## src/rtl/hash_coef_packer.sv

```systemverilog
// Packs COEF_W-bit polynomial coefficients into a little-endian byte stream for the hash core.
// One run: start pulse, up to N coefficients in, ceil(bits/8) bytes out, then a one-cycle done pulse.
module hash_coef_packer #(
    parameter int COEF_W = 11,
    parameter int N      = 757
) (
    input  logic              clk,
    input  logic              rst,
    input  logic              start,
    output logic              busy,
    output logic              done,
    output logic              err,
    input  logic [COEF_W-1:0] coef_data,
    input  logic              coef_valid,
    output logic              coef_ready,
    input  logic              coef_last,
    output logic [7:0]        byte_data,
    output logic              byte_valid,
    input  logic              byte_ready,
    output logic              byte_last
);

    localparam int ACC_W  = COEF_W + 7;
    localparam int CNT_W  = $clog2(COEF_W + 8);
    localparam int CCNT_W = $clog2(N + 1);

    typedef enum logic [1:0] {
        S_IDLE,
        S_PACK,
        S_FLUSH,
        S_DONE
    } state_t;

    state_t              state, state_nx;
    logic [ACC_W-1:0]    acc;
    logic [CNT_W-1:0]    cnt;
    logic [CCNT_W-1:0]   ccnt;

    logic coef_fire;
    logic byte_fire;
    logic is_nth;

    // Handshakes and outputs derive only from registers, so byte_data/byte_last hold while stalled.
    always_comb begin
        coef_ready = (state == S_PACK) && (cnt < CNT_W'(8));
        byte_valid = ((state == S_PACK) && (cnt >= CNT_W'(8))) ||
                     ((state == S_FLUSH) && (cnt != '0));
        byte_data  = acc[7:0];
        byte_last  = (state == S_FLUSH) && (cnt <= CNT_W'(8)) && byte_valid;
        busy       = (state == S_PACK) || (state == S_FLUSH);
        done       = (state == S_DONE);
        coef_fire  = coef_valid && coef_ready;
        byte_fire  = byte_valid && byte_ready;
        is_nth     = (ccnt == CCNT_W'(N - 1));
    end

    always_comb begin
        // NOTE: default first so every path assigns state_nx and no latch is inferred.
        state_nx = state;
        unique case (state)
            S_IDLE:  if (start) state_nx = S_PACK;
            S_PACK:  if (coef_fire && (coef_last || is_nth)) state_nx = S_FLUSH;
            S_FLUSH: if ((cnt == '0) || (byte_fire && byte_last)) state_nx = S_DONE;
            S_DONE:  state_nx = S_IDLE;
            default: state_nx = S_IDLE;
        endcase
    end

    // NOTE: sequential state uses non-blocking assignments so all registers update from pre-edge values.
    always_ff @(posedge clk) begin
        if (rst) begin
            state <= S_IDLE;
            acc   <= '0;
            cnt   <= '0;
            ccnt  <= '0;
            err   <= 1'b0;
        end else begin
            state <= state_nx;
            if (state == S_IDLE && start) begin
                acc  <= '0;
                cnt  <= '0;
                ccnt <= '0;
                err  <= 1'b0;
            end else if (coef_fire) begin
                acc  <= acc | (ACC_W'(coef_data) << cnt);
                cnt  <= cnt + CNT_W'(COEF_W);
                ccnt <= ccnt + CCNT_W'(1);
                // Early last, or the N-th coefficient arriving without last, is a length error.
                if (coef_last != is_nth) err <= 1'b1;
            end else if (byte_fire) begin
                acc <= acc >> 8;
                cnt <= (cnt >= CNT_W'(8)) ? cnt - CNT_W'(8) : '0;
            end
        end
    end

endmodule

```

## config.mk

```make
export PLATFORM = sky130hd
export DESIGN_NAME = hash_coef_packer
export DESIGN_NICKNAME = d
export VERILOG_FILES = /design/src/rtl/hash_coef_packer.sv
export SDC_FILE = /design/constraint.sdc
export NUM_CORES = 1
export LEC_CHECK = 0
export BUFFER_PORTS_ARGS = -buffer_cell sky130_fd_sc_hd__buf_2
export CAP_MARGIN = 20
export CORE_MARGIN = 8
export CORE_UTILIZATION = 45
export CTS_BUF_LIST = sky130_fd_sc_hd__clkbuf_8
export DETAILED_ROUTE_END_ITERATION = 10
export GPL_ROUTABILITY_DRIVEN = 0
export PLACE_DENSITY = 0.72
export SLEW_MARGIN = 20
export SYNTH_ARGS = -nofsm -noshare
export SYNTH_HDL_FRONTEND = slang
export SYNTH_SLANG_ARGS = --single-unit
```

## constraint.sdc

```tcl
create_clock -name clk -period 2.14 [get_ports clk]
set_input_delay 0.107 -clock clk [delete_from_list [all_inputs] [get_ports clk]]
set_output_delay 0.107 -clock clk [all_outputs]
set_load 0.01 [all_outputs]
```

==> metrics.md <==
| Metric | Value |
|---|---|
| Via count of the first global-routing pass | `around 2,400` |
| Max stage delay on crit path | `between 500 and 600 ps` |
| Min Tclk post-route | `between 2000 and 2500 ps` |
| Pleak | `~1.1 nW` |
| Clock tree buffer depth | `2` |
| Final nets | `between 300 and 400` |
| Final Skew | `~7.3 ps` |
| Ant diodes | `0` |
| Synth Register Bits | `36` |
| Clk_lat worst skew | `about 290 ps` |
| Antenna violations before repair | `0` |
| Sequential power share | `28.4%` |
| Effective utilization at floorplan | `~46%` |
| RSZ-0062 raised after global routing | `yes` |
| Fin crit share | `94.8%` |
| Max Cap Viol | `0` |
| CTS Sinks | `36` |
| Core area | `between 5000 and 6000 um2` |
| Peak supply drop | `roughly 430 uV` |
| CP Capture Type | `flip-flop` |
| DP Cell Count | `396` |
| Post-route cell area | `2970 um2` |
| Routed length per instance | `16.8 um` |
| # IOs | `31` |
| Hpwl dp | `slightly above 5 mm` |
| Worst R2R Start | `ccnt[0]` |
| Hold slack | `~40 ps` |
| Routed WL | `6.78 mm` |
| Setup Buffers After CTS | `0` |
| Commonest non-fill, non-tap cell in the layout | `dfxtp_1` |
| Cell mode on critical path | `ha_4` |
| Vias per cell | `just under 6` |
| Avg Inst Size Synth | `about 8.5 um2` |
| Synth cell types | `65` |
| Fin Setup TNS | `0 ps` |
| Share of layout cells above drive strength 1 | `28.0%` |
| All-layer global routing usage | `16.7%` |
| Slew margin rel. | `54.4%` |
| Synth warn | `0` |
| FF-to-FF path depth | `10` |
| Global-route wire length before repair | `around 12 mm` |
| Worst setup path class | `flip-flop to flip-flop` |
| Clock share of power | `roughly 17%` |
| Num CTS Buffers | `5` |
| Net Switching | `around 0.0013 W` |
| Count of final hold-check violations | `0` |
| Status | `completed` |
| Hold buffers post-CTS | `0` |
| Post-Syn Area | `between 2000 and 3000 um2` |
| Area grow syn2layout | `18.1%` |
| Cell count along the critical path | `10` |
| Final Util | `between 50 and 60%` |
| Flop2flop setup slack | `around 110 ps` |
| Largest net degree at the start of global routing | `22` |
| CTS tree | `yes` |
| Worst-Margin Slew | `approximately 680 ps` |
| Crit path to | `state[1]` |
| CTS Root Cell | `clkbuf_8` |
| # rows | `27` |
| Die width | `approximately 91 um` |
| Setup-failing EPs final | `0` |
| Post-synth top flop | `dfxtp_1` |
| DIE AREA | `between 8000 and 9000 um2` |
| Post-synth EDFFs | `0` |
| Worst-path fanout max | `3` |
| Syn Nets | `325` |
| GRT overflow | `0` |
| Count of pins over their slew limit | `0` |
| Iteration-0 DRC Markers | `154` |
| CP Launch Type | `flip-flop` |
| Worst Path Buf+Inv | `2` |
| Sw frac | `between 40% and 50%` |
| Die Y | `90.8 um` |
| ANT nets after route | `0` |
| Fin cells | `slightly above 400` |
| Sequential element share of the synthesized area | `about 29%` |
| H-tree Lvls | `2` |
| Family with the most delay on the worst path | `simple AND/OR/NAND/NOR gates` |
| Worst Setup SP | `ccnt[0]` |
| Routed via count | `around 2,400` |
| Power density over the cells | `around 1000 nW/um2` |
| Critical path arrival | `between 2000 and 2500 ps` |
| Most frequent cells in the layout | `34 x dfxtp_1, 30 x buf_2, 27 x nor2_1, 23 x buf_4, 19 x nand2_1` |
| Placed inst area | `2830 um2` |
| Worst hold path class | `input pin to flip-flop` |
| Worst R2R End | `state[1]` |
| DRT Pass-1 Iters | `4` |
| Synth async-reset ratio | `0%` |
| Comb pwr share | `a little over half` |
| Slowest cell on the critical path | `or4b_4` |
| Worst endpoint required time | `2360 ps` |
| Reg clk slew, reported paths | `70 ps` |
| DR DRC count | `0` |
| Port bufs | `30` |
| Crit path cell chain | `inv_2, ha_4, nand4b_1, or4b_4, ha_4, nand3b_1, a21oi_2, buf_4, nand3_1, a21oi_1` |
| Highest clock rate | `just under 500 MHz` |
| Int Power | `0.00171 W` |
| Syn Inst Count | `297` |
## power groups by stage
stage	logic (W)	registers, W	clock network (W)
final	0.00164	0.000853	0.000508
after CTS	0.00160	0.000850	0.000526
after detailed placement	0.00159	0.000863	0
after global routing	0.00180	0.000868	0.000549
after global placement	0.00156	0.000864	0
after floorplan	0.00123	0.000847	0
## cells in the mapped netlist, types with 3 or more instances
cell type	instances	area share, %
nor4_1	5	1.2
a21oi_1	21	4.2
nor3_1	8	1.6
buf_4	9	2.7
nor2_1	27	4.0
nand4_1	6	1.5
clkbuf_1	7	1.0
mux4_2	4	3.6
a22oi_1	3	0.89
o21ai_0	8	1.6
mux2_2	4	1.8
a21o_1	3	0.89
o22ai_1	3	0.75
inv_1	13	1.9
nor2b_1	4	0.99
and3_1	3	0.75
mux2i_1	13	5.2
a211oi_1	7	2.1
nand2_1	20	3.0
ha_1	11	5.5
nand3_1	8	1.6
dfxtp_1	36	29
a31oi_1	4	0.99
buf_2	8	1.6
a221o_1	7	2.8
xnor2_1	6	2.1
## cell families after synthesis
| group | share of synthesized area [%] |
|---|---|
| AOI/OAI and AO/OA | 22.7 |
| xor gates and xnor gates | 2.78 |
| adders and majority gates | 5.46 |
| buffers and inverters | 7.90 |
| DFF | 28.6 |
| muxes | 10.5 |
| and+or+nand+nor | 22.0 |
## sequential cells by signal (all words and copies together), names as in the netlist
register,cells
acc,18
ccnt,10
cnt,5
err,1
state,2
## layout make-up
| class | instances | area (um2) |
|---|---|---|
| fillers | 510 | 2500 |
| multi-input cells | 220 | 1690 |
| clock buffers | 6 | 82.6 |
| clock inverters | 2 | 11.3 |
| inverters | 15 | 58.8 |
| well taps | 72 | 90.1 |
| repair buffers | 53 | 323 |
| flip-flops and latches | 36 | 723 |
## metal layers
metal | vias to the layer above | GRT usage, % | wire, um
met1 | 1113 | 20.3 | 3030
met3 | 24 | 4.24 | 399
li1 | 1174 | - | -
met4 | 0 | 8.05 | 182
met2 | 93 | 26.7 | 3170
met5 | - | 0 | 0
## how the worst min path moves through the flow
stage | to | depth (start not counted) | slack [ps] | startpoint
3_5_place_dp | state[1] | 2 | 330 | rst
4_1_cts | state[1] | 2 | 10 | rst
2_1_floorplan | state[1] | 1 | 180 | rst
6_report | state[1] | 2 | 40 | rst
5_1_grt | state[1] | 2 | 40 | rst
3_3_place_gp | state[1] | 2 | 320 | rst
## repair_timing
item | in CTS | in global routing
endpoints found under the setup margin | 1 | 5
pin swaps | 1 | 6
resized for setup | 0 | 13
## worst register-to-register path, stage by stage, from the launching register on
cell and delay [ps]:
dfxtp_2 330, inv_2 70, ha_4 110, nand4b_1 90, or4b_4 540, ha_4 170
nand3b_1 160, a21oi_2 170, buf_4 140, nand3_1 70, a21oi_1 140
## through the flow
| stage | power (W) | setup slack [ps] |
|---|---|---|
| after floorplan | 0.00208 | -2.30 |
| after global placement | 0.00243 | 46.3 |
| after detailed placement | 0.00245 | -0.709 |
| after CTS | 0.00298 | 1.17 |
| after global routing | 0.00322 | -55.5 |
| final | 0.00300 | 111 |
Note: power is estimated with default switching activity, not from simulation.
